$ cat config.mk
export PLATFORM = sky130hd
export DESIGN_NAME = hsi_vctr_packer
export DESIGN_NICKNAME = d
export VERILOG_FILES = /design/src/rtl/hsi_vctr_packer.sv
export SDC_FILE = /design/constraint.sdc
export NUM_CORES = 1
export LEC_CHECK = 0
export BUFFER_PORTS_ARGS = -buffer_cell sky130_fd_sc_hd__buf_2
export CAP_MARGIN = 25
export CORE_MARGIN = 8
export CORE_UTILIZATION = 54
export DETAILED_ROUTE_END_ITERATION = 8
export PLACE_DENSITY_LB_ADDON = 0.12
export SLEW_MARGIN = 20
export SYNTH_ARGS = -nofsm -noshare
export SYNTH_HDL_FRONTEND = slang
export SYNTH_SLANG_ARGS = --single-unit
$ cat constraint.sdc
create_clock -name clk -period 2.6 [get_ports clk]
set_input_delay 0.65 -clock clk [delete_from_list [all_inputs] [get_ports clk]]
set_output_delay 0.65 -clock clk [all_outputs]
set_load 0.01 [all_outputs]
$ cat src/rtl/hsi_vctr_packer.sv
// rtl/hsi_vctr_packer.sv - packs per-band sample pairs 4-per-word for the mse_4 word interface.
// Optional macro HSI_PACKER_ERR_EN adds a sticky err output for illegal band_count starts.
module hsi_vctr_packer #(
  parameter int DATA_WIDTH     = 16,
  parameter int WORD_WIDTH     = DATA_WIDTH * 4,
  parameter int HSI_BANDS      = 128,
  parameter int BAND_CNT_WIDTH = $clog2(HSI_BANDS + 1)
) (
  input  logic                      clk,
  input  logic                      rst_n,
  input  logic                      start,
  input  logic [BAND_CNT_WIDTH-1:0] band_count,
  input  logic                      in_valid,
  output logic                      in_ready,
  input  logic [DATA_WIDTH-1:0]     in_data_1,
  input  logic [DATA_WIDTH-1:0]     in_data_2,
  output logic                      out_valid,
  input  logic                      out_ready,
  output logic [WORD_WIDTH-1:0]     out_vctr_1,
  output logic [WORD_WIDTH-1:0]     out_vctr_2,
  output logic                      out_last,
  output logic                      busy,
  output logic                      done
`ifdef HSI_PACKER_ERR_EN
  ,
  output logic                      err
`endif
);

  localparam logic [BAND_CNT_WIDTH-1:0] MAX_BANDS = BAND_CNT_WIDTH'(HSI_BANDS);
  localparam logic [BAND_CNT_WIDTH-1:0] ONE_BAND  = BAND_CNT_WIDTH'(1);

  typedef enum logic [1:0] {S_IDLE, S_FILL, S_SEND, S_DONE} state_t;

  state_t                    state_q, state_d;
  logic [BAND_CNT_WIDTH-1:0] bands_q, bands_d;
  logic [1:0]                lane_q, lane_d;
  logic [WORD_WIDTH-1:0]     pack1_q, pack1_d;
  logic [WORD_WIDTH-1:0]     pack2_q, pack2_d;
  logic                      start_bad;

`ifdef HSI_PACKER_ERR_EN
  logic err_q, err_d;
  assign start_bad = (band_count == '0) || (band_count > MAX_BANDS);
  assign err       = err_q;
`else
  assign start_bad = (band_count == '0);
`endif

  always_ff @(posedge clk or negedge rst_n) begin
    if (!rst_n) begin
      state_q <= S_IDLE;
      bands_q <= '0;
      lane_q  <= '0;
      pack1_q <= '0;
      pack2_q <= '0;
`ifdef HSI_PACKER_ERR_EN
      err_q   <= 1'b0;
`endif
    end else begin
      state_q <= state_d;
      bands_q <= bands_d;
      lane_q  <= lane_d;
      pack1_q <= pack1_d;
      pack2_q <= pack2_d;
`ifdef HSI_PACKER_ERR_EN
      err_q   <= err_d;
`endif
    end
  end

  always_comb begin
    state_d = state_q;
    bands_d = bands_q;
    lane_d  = lane_q;
    pack1_d = pack1_q;
    pack2_d = pack2_q;
`ifdef HSI_PACKER_ERR_EN
    err_d   = err_q;
`endif
    case (state_q)
      S_IDLE: begin
        if (start) begin
          if (start_bad) begin
`ifdef HSI_PACKER_ERR_EN
            err_d = 1'b1;
`endif
          end else begin
            bands_d = (band_count > MAX_BANDS) ? MAX_BANDS : band_count;
            lane_d  = '0;
            pack1_d = '0;
            pack2_d = '0;
            state_d = S_FILL;
`ifdef HSI_PACKER_ERR_EN
            err_d   = 1'b0;
`endif
          end
        end
      end
      S_FILL: begin
        if (in_valid) begin
          // Lane 0 is the most-significant slot of the word.
          for (int l = 0; l < 4; l++) begin
            if (lane_q == l[1:0]) begin
              pack1_d[WORD_WIDTH-1-l*DATA_WIDTH -: DATA_WIDTH] = in_data_1;
              pack2_d[WORD_WIDTH-1-l*DATA_WIDTH -: DATA_WIDTH] = in_data_2;
            end
          end
          lane_d  = lane_q + 2'd1;
          bands_d = bands_q - ONE_BAND;
          if (lane_q == 2'd3 || bands_q == ONE_BAND) begin
            state_d = S_SEND;
          end
        end
      end
      S_SEND: begin
        if (out_ready) begin
          if (bands_q != '0) begin
            // Clearing here keeps unwritten lanes zero in a short final word.
            lane_d  = '0;
            pack1_d = '0;
            pack2_d = '0;
            state_d = S_FILL;
          end else begin
            state_d = S_DONE;
          end
        end
      end
      S_DONE: state_d = S_IDLE;
      default: state_d = S_IDLE;
    endcase
  end

  assign in_ready   = (state_q == S_FILL);
  assign out_valid  = (state_q == S_SEND);
  assign out_vctr_1 = (state_q == S_SEND) ? pack1_q : '0;
  assign out_vctr_2 = (state_q == S_SEND) ? pack2_q : '0;
  assign out_last   = (state_q == S_SEND) && (bands_q == '0);
  assign busy       = (state_q != S_IDLE);
  assign done       = (state_q == S_DONE);

endmodule

Word level (Yosys, flattened, before mapping)
Index checks and enable logic that the tools add are counted.
{"block": "totals", "inputBits": 45, "output_inout_bits": 133, "ff_bits": 140}
{"block": "op_classes", "reduce_logical": 17, "magnitude_cmp": 1, "mux": 36, "n_addsub": 2, "eq_ne": 17}
{"operator": "64-bit 2-to-1 mux", "n": 8}
{"operator": "64-bit case mux with 3 select lines", "n": 2}
{"operator": "16-bit 2-to-1 mux", "n": 8}
{"operator": "8-bit 2-to-1 mux", "n": 4}
{"operator": "7-bit AND reduction", "n": 4}
{"operator": "2-bit 2-to-1 mux", "n": 11}
{"operator": "8-bit zero test", "n": 2}
{"operator": "8-bit case mux with 2 select lines", "n": 1}
{"operator": "2-bit by 1-bit inequality test with 1-bit output, second input constant", "n": 7}
{"operator": "2-bit equality test, second input constant", "n": 4}
{"operator": "8-bit by 1-bit equality test with 1-bit output, second input constant", "n": 1}
{"operator": "8-bit greater-than comparator, second input constant", "n": 1}
{"operator": "2-bit case mux with 4 select lines", "n": 1}
{"operator": "8-bit nonzero test", "n": 1}
{"operator": "8-bit by 1-bit subtractor with 8-bit output, second input constant", "n": 1}
{"operator": "2-bit inequality test, second input constant", "n": 3}
{"operator": "2-bit case mux with 3 select lines", "n": 1}
{"operator": "6-bit AND reduction", "n": 1}
{"operator": "5-bit AND reduction", "n": 1}
{"operator": "2-bit by 1-bit equality test with 1-bit output, second input constant", "n": 2}
{"operator": "2-bit zero test", "n": 2}
{"operator": "4-bit AND reduction", "n": 1}
{"operator": "2-bit nonzero test", "n": 2}
{"operator": "3-bit nonzero test", "n": 1}
{"operator": "other kinds (3)", "n": 3}

Logic depth before layout (Yosys ltp)
Gate-level depths: netlist (run 1).
{"block": "depth", "word_depth": 5, "depth_mapped": 9}

Worst setup path after synthesis (run 1)
No wires, ideal clock.
{"block": "synth_path", "path_type": "register to output", "start": "reg bands_q[0]", "end": "out out_last", "required_time_ns": 1.950, "setup_slack_ns": 0.300, "path_stages_with_launch": 7, "arrival_ns": 1.650, "path_cell_list": "dfrtp_1 -> inv_1 -> ha_1 -> nor4b_2 -> and3_1 -> buf_2 -> clkbuf_1"}
{"block": "synth_between", "elab_chain_cells": 2}
{"element": "start, declared", "line_no": "36", "rtl": "logic [BAND_CNT_WIDTH-1:0] bands_q, bands_d;"}
{"element": "start signal, assigned", "line_no": "62", "rtl": "bands_q <= bands_d;"}
{"element": "8-bit zero test", "line_no": "138", "rtl": "assign out_last = (state_q == S_SEND) && (bands_q == '0);"}
{"element": "1-bit logical AND", "line_no": "138"}
{"element": "end, declared", "line_no": "21", "rtl": "output logic out_last,"}
Every way passes these cells.

Worst setup path after layout (run 1)
{"block": "layout_path", "start": "reg bands_q[5]", "end": "out out_last"}
Same word-level chain as after synthesis.

==> results.py, run 1 <==
metrics = {
    "run_status": {
        "status": "complete, no violations",
    },
    "critical_path": {
        "crit_fanout": 6,
        "worstSetupStartpointType": "register",
        "worstSetupEndpointType": "primary output",
        "cp_top_family": "simple AND/OR/NAND/NOR gates",
        "critPathSlowestCell": "nor3_1",
        "crit_chain": "nor3_1 > and3_4 > buf_2",
        "crit_required_ns": 1.95,
        "worstSetupPathType": "reg -> out",
        "r2r_slack_ns": 0.38,
        "cpPeakStageDelay_ns": 0.51,
        "arrival_ns": 1.86,
        "critPathBufInv": 1,
    },
    "drt": {
        "vias": 7057,
        "drt_iter0_drc": 819,
        "firstDrtPassIters": 6,
        "wire_per_inst_um": 20.78,
        "viasPerCell": 6.068,
        "ant_nets": 0,
        "routed_wl_um": 24160,
        "drc_errors": 0,
    },
    "global_routing": {
        "antenna_found_initial": 0,
        "grt_pass1_vias": 6917,
        "grt_overflow": 0,
        "grt_pass1_wl_um": 37940,
        "grt_usage": 0.2624,
        "met2_usage": 0.3943,
        "grt.busiest_layer": "met2",
        "grt_max_degree": 100,
        "grtUsageMet1": 0.3632,
        "grt_use_met3": 0.06545,
    },
    "timing": {
        "hold_violations": 0,
        "fin_worst_skew_ns": 0.006344,
        "slew_headroom": 0.5438,
        "tightest_slew_ns": 0.6843,
        "slew_violations": 0,
        "fmax_mhz": 398.7,
        "finalSetupViolCount": 0,
        "tns_ns": 0,
        "min_period_ns": 2.508,
        "fin_ws_ns": 0.09208,
        "rsz0062_at_grt": "no",
        "fin_crit_sh": 0.9646,
    },
    "yosys": {
        "yosysWarnings": 0,
        "synth_top_area_frac": 0.4633,
        "synth_seq_cells": 140,
        "synthesis.area_mm2": 0.007561,
        "yosysTopAreaCell": "dfrtp_1",
        "synth_most_common_cell": "dfrtp_1",
        "synth_cell_types": 39,
        "async_reset_ff_frac": 1.000,
        "post_synth.cell_area_avg_um2": 9.187,
        "syn_inst": 823,
        "synth_area_leaders": "dfrtp_1 46%, a22oi_1 10%, o31ai_1 9.5%, and2_1 8.1%, nand2_1 6.6%",
        "yosys-top-cells-count": "140 x dfrtp_1, 133 x nand2_1, 102 x a22oi_1",
        "synth_ff_type": "dfrtp_1",
        "synth_nets": 874,
        "synth_edf_count": 0,
        "ys_seq_area_frac": 0.4633,
    },
    "clock_tree": {
        "clock_latency_ns": 0.43,
        "clockRootBuffer": "clkbuf_16",
        "cts-hold-fix-buffers": 0,
        "cts_tree": "built",
        "clock-sinks": 140,
        "cts_max_level": 4,
        "cts_buffer_depth": 2,
        "cts_buffers": 17,
        "clk_pin_slew_worst_paths_ns": 0.06,
    },
    "power": {
        "power_mw": 9.824,
        "power_density_mw_per_mm2": 1051,
        "ir_worst_vdd_mv": 0.6248,
        "p_leak_nw": 5.341,
    },
    "final_layout": {
        "drive_above_1_share": 0.2553,
        "area_delta_synth_final_pct": 23.61,
        "num_antenna_cells": 0,
        "nets": 1021,
    },
    "placement": {
        "dpl.hpwl_um": 15910,
        "post-place-ws_ns": 0.1584,
        "numPortBuffers": 177,
        "place_congestion": 0.8565,
    },
    "floorplanning": {
        "rows": 43,
        "fp.coreArea_mm2": 0.01377,
        "io_pins": 178,
        "die_area_mm2": 0.01804,
        "die_w_um": 134.3,
        "initial_core_util": 0.5490,
        "die_h_um": 134.3,
    },
    "min_path": {
        "hp-class": "in -> async",
    },
    "flow_run": {
        "drv_cap": 0,
    },
}
[layout make-up]
type | instances | area (µm²)
Clock buffer | 21 | 460.4
Clock inverter | 11 | 166.4
Fill cell | 1112 | 4427
Inverter | 42 | 162.7
Multi-Input combinational cell | 563 | 3621
Sequential cell | 140 | 3503
Tap cell | 180 | 225.2
Timing Repair Buffer | 205 | 1202
Timing Repair inverter | 1 | 5.005
[routing by layer]
layer  vias up  wire [µm]
li1       3184          -
met1      3459      10410
met2       380      11140
met3        34       2238
met4         0        375
met5         -          0
[sequential cells by signal, summed over array words and instances, names as in the netlist]
signal,flops
lane_q,2
bands_q,8
pack2_q,64
state_q,2
pack1_q,64
[power breakdown]
group	internal (mW)	total, mW	switching, mW
Sequential	2.89	3.39	0.506
Combinational	1.42	3.82	2.40
Clock	1.65	2.62	0.964
Total	5.95	9.82	3.87
[per-stage QoR]
stage / hold WS, ns / util / cells / area [µm²]
detailed placement: 0.5006 / 0.6315 / 1130 / 8698
CTS: 0.2554 / 0.6772 / 1162 / 9328
floorplan: 0.3544 / - / 823 / 7561
global route: 0.2692 / 0.6786 / 1163 / 9346
finish: 0.2150 / 0.6786 / 1163 / 9346
global placement: 0.4902 / 0.6315 / 1130 / 8698
[cell families (layout without fill, tap and decap cells)]
kind of cell	after synthesis	count (layout)	synth area share
AO/OA/AOI/OAI	225	225	0.2212
adder cells (fa/ha/maj)	6	6	0.009929
buffers and inverters	120	280	0.06636
flip-flops	140	140	0.4633
multiplexers	35	35	0.04667
AND/OR/NAND/NOR	297	297	0.1925
[cell usage in the layout, fill, tap and decap left out, types with 4 or more instances in the layout]
master	instances
buf_4	20
o21ai_0	5
mux2i_1	33
clkinv_2	4
o22ai_1	4
buf_2	176
inv_1	41
o31ai_1	96
nor2_1	38
and2_1	98
bufinv_16	4
ha_1	6
dfrtp_1	140
nor3_1	4
clkbuf_16	17
buf_12	8
a21oi_1	5
nand2_1	133
a22oi_1	102
[path summary, 6_finish.rpt]
check / startpoint / endpoint / cells past startpoint
min in group clk: out_ready / state_q[1]$_DFFE_PN0P_ / 2
max reg2reg: bands_q[0]$_DFFE_PN0P_ / pack1_q[6]$_DFFE_PN0P_ / 8
max in group asynchronous: rst_n / pack2_q[12]$_DFFE_PN0P_ / 2
max: bands_q[5]$_DFFE_PN0P_ / out_last / 3
min: rst_n / bands_q[4]$_DFFE_PN0P_ / 1
min reg2reg: pack1_q[25]$_DFFE_PN0P_ / pack1_q[25]$_DFFE_PN0P_ / 2
[what timing repair did]
action                     CTS  global route
gates resized for setup      1             4
buffers inserted             0             0
pin swaps                    0             0
setup endpoints to repair   37            55
gates cloned                 0             1
Note: power is estimated with default switching activity, not from simulation.
==> inputs of run 2 (changes only) <==
--- a/config.mk
+++ b/config.mk
@@ -9,7 +9,9 @@
 export CAP_MARGIN = 25
 export CORE_MARGIN = 8
 export CORE_UTILIZATION = 54
+export CTS_CLUSTER_DIAMETER = 30
 export DETAILED_ROUTE_END_ITERATION = 8
+export MAX_ROUTING_LAYER = met4
 export PLACE_DENSITY_LB_ADDON = 0.12
 export SLEW_MARGIN = 20
 export SYNTH_ARGS = -nofsm -noshare
==> constraint.sdc (replaced) <==
create_clock -name clk -period 2.6 [get_ports clk]
set_input_delay 0.39 -clock clk [delete_from_list [all_inputs] [get_ports clk]]
set_output_delay 0.39 -clock clk [all_outputs]
set_load 0.01 [all_outputs]
==> results.py, run 2 (synthesis results as in run 1) <==
metrics = {
    "min_path": {
        "hold_end": "state_q[1]$_DFFE_PN0P_",
        "min_path_cells": 2,
        "hp-class": "in -> reg",
        "min_from": "out_ready",
    },
    "clock_tree": {
        "cts_buffer_depth": 2,
        "clock_latency_ns": 0.42,
        "clock-sinks": 140,
        "cts_max_level": 4,
        "cts_buffers": 17,
        "clk_pin_slew_worst_paths_ns": 0.06,
        "clockRootBuffer": "clkbuf_16",
        "cts_tree": "built",
    },
    "floorplanning": {
        "die_w_um": 134.3,
        "die_area_mm2": 0.01804,
        "fp.coreArea_mm2": 0.01377,
        "rows": 43,
        "initial_core_util": 0.5490,
        "die_h_um": 134.3,
        "io_pins": 178,
    },
    "final_layout": {
        "final_util": 0.6800,
        "num_antenna_cells": 0,
        "design_area_mm2": 0.009365,
        "top_regs": "pack1_q (64), pack2_q (64), bands_q (8)",
        "stdcell_count": 1166,
        "area_delta_synth_final_pct": 23.86,
        "mostFrequentLayoutCells": "176 x buf_2, 140 x dfrtp_1, 133 x nand2_1",
        "fillers": 1111,
        "drive_above_1_share": 0.2576,
        "mostFrequentLayoutCell": "buf_2",
        "nets": 1024,
    },
    "power": {
        "p_leak_nw": 5.362,
        "p_comb_frac": 0.388,
        "ir_worst_vdd_mv": 0.6049,
        "p_sw_frac": 0.3889,
        "power_density_mw_per_mm2": 1044,
        "power_frac_seq": 0.346,
        "power.internal_mw": 5.976,
        "clock_power_share": 0.266,
        "p_sw_mw": 3.802,
    },
    "critical_path": {
        "crit_required_ns": 2.21,
        "arrival_ns": 2.09,
        "crit_fanout": 14,
        "worstSetupStartpointType": "register",
        "r2r-start": "state_q[0]$_DFFE_PN0P_",
        "reg2reg_depth": 6,
        "timing.rr.end": "bands_q[2]$_DFFE_PN0P_",
        "worstSetupEndpointType": "primary output",
        "worstSetupPathType": "reg -> out",
        "r2r_slack_ns": 0.38,
    },
    "drt": {
        "drc_errors": 0,
        "drt_iter0_drc": 711,
        "wire_per_inst_um": 20.52,
        "firstDrtPassIters": 5,
        "viasPerCell": 6.163,
        "ant_nets": 0,
        "routed_wl_um": 23920,
        "vias": 7186,
    },
    "global_routing": {
        "grt_pass1_wl_um": 38440,
        "antenna_found_initial": 0,
        "grt_overflow": 0,
        "grt_usage": 0.2714,
        "grt_max_degree": 100,
        "grt_pass1_vias": 7198,
    },
    "placement": {
        "place_congestion": 0.8578,
        "numPortBuffers": 177,
        "placed_cells": 1130,
        "dpl.hpwl_um": 15840,
        "place_area_mm2": 0.008686,
    },
    "timing": {
        "tns_ns": 0,
        "hold_violations": 0,
        "fin_crit_sh": 0.9527,
        "fmax_mhz": 403.7,
        "tightest_slew_ns": 0.6673,
        "fin_worst_skew_ns": 0.006071,
        "slew_headroom": 0.5551,
        "min_period_ns": 2.477,
        "rsz0062_at_grt": "no",
        "finalSetupViolCount": 0,
        "slew_violations": 0,
    },
    "run_status": {
        "status": "complete, no violations",
    },
    "flow_run": {
        "drv_cap": 0,
    },
}
run 2: power by group through the flow:
stage          Clock, mW  Combinational [mW]  Sequential (mW)
3_5_place_dp           0                3.72             3.38
3_3_place_gp           0                3.58             3.34
6_report            2.60                3.79             3.39
2_1_floorplan          0                2.64             3.24
4_1_cts             2.62                3.76             3.37
5_1_grt             2.72                4.14             3.47
run 2: layout make-up:
cell class / count / area (µm²) / area share
Multi-Input combinational cell: 563 / 3618 / 0.3864
Sequential cell: 140 / 3503 / 0.3741
Timing Repair Buffer: 209 / 1226 / 0.1309
Clock buffer: 20 / 466.7 / 0.04983
Tap cell: 180 / 225.2 / 0.02405
Clock inverter: 12 / 167.7 / 0.01790
Inverter: 42 / 157.7 / 0.01683
run 2: repair_timing:
action | 4_1_cts | 5_1_grt
hold buffers | 1 | 0
endpoints found under the hold margin | 7 | 0
pin swaps | 0 | 1
setup endpoints to repair | 1 | 10
gates resized for setup | 1 | 1
buffers inserted | 0 | 3
run 2: per-stage QoR:
stage	total power, mW	hold WS, ns	worst slack, ns
after floorplan	5.878	0.09441	0.5603
after global placement	6.922	0.4230	0.4739
after detailed placement	7.102	0.4398	0.4157
after CTS	9.750	0.1760	0.09519
after global routing	10.33	0.1970	0.002933
final	9.778	0.1852	0.1229
run 2: layer usage:
layer | wire, µm | GRT usage
met2 | 11070 | 0.4046
met3 | 2144 | 0.06320
met1 | 10280 | 0.3590
met4 | 425 | 0.08734
met5 | 0 | -
run 2: worst max-delay path by stage:
stage | from | to | cells past startpoint
final | bands_q[0]$_DFFE_PN0P_ | out_last | 5
after detailed placement | bands_q[0]$_DFFE_PN0P_ | pack1_q[18]$_DFFE_PN0P_ | 7
after global placement | bands_q[0]$_DFFE_PN0P_ | out_last | 5
after CTS | bands_q[0]$_DFFE_PN0P_ | out_last | 5
after floorplan | bands_q[0]$_DFFE_PN0P_ | out_last | 6
after global routing | bands_q[0]$_DFFE_PN0P_ | out_last | 5
run 2: worst max-delay path, stage by stage (launching register included):
cell and delay, ns:
dfrtp_1 0.41, inv_1 0.11, ha_1 0.23, nor4b_4 0.36
and3_4 0.38, buf_2 0.17
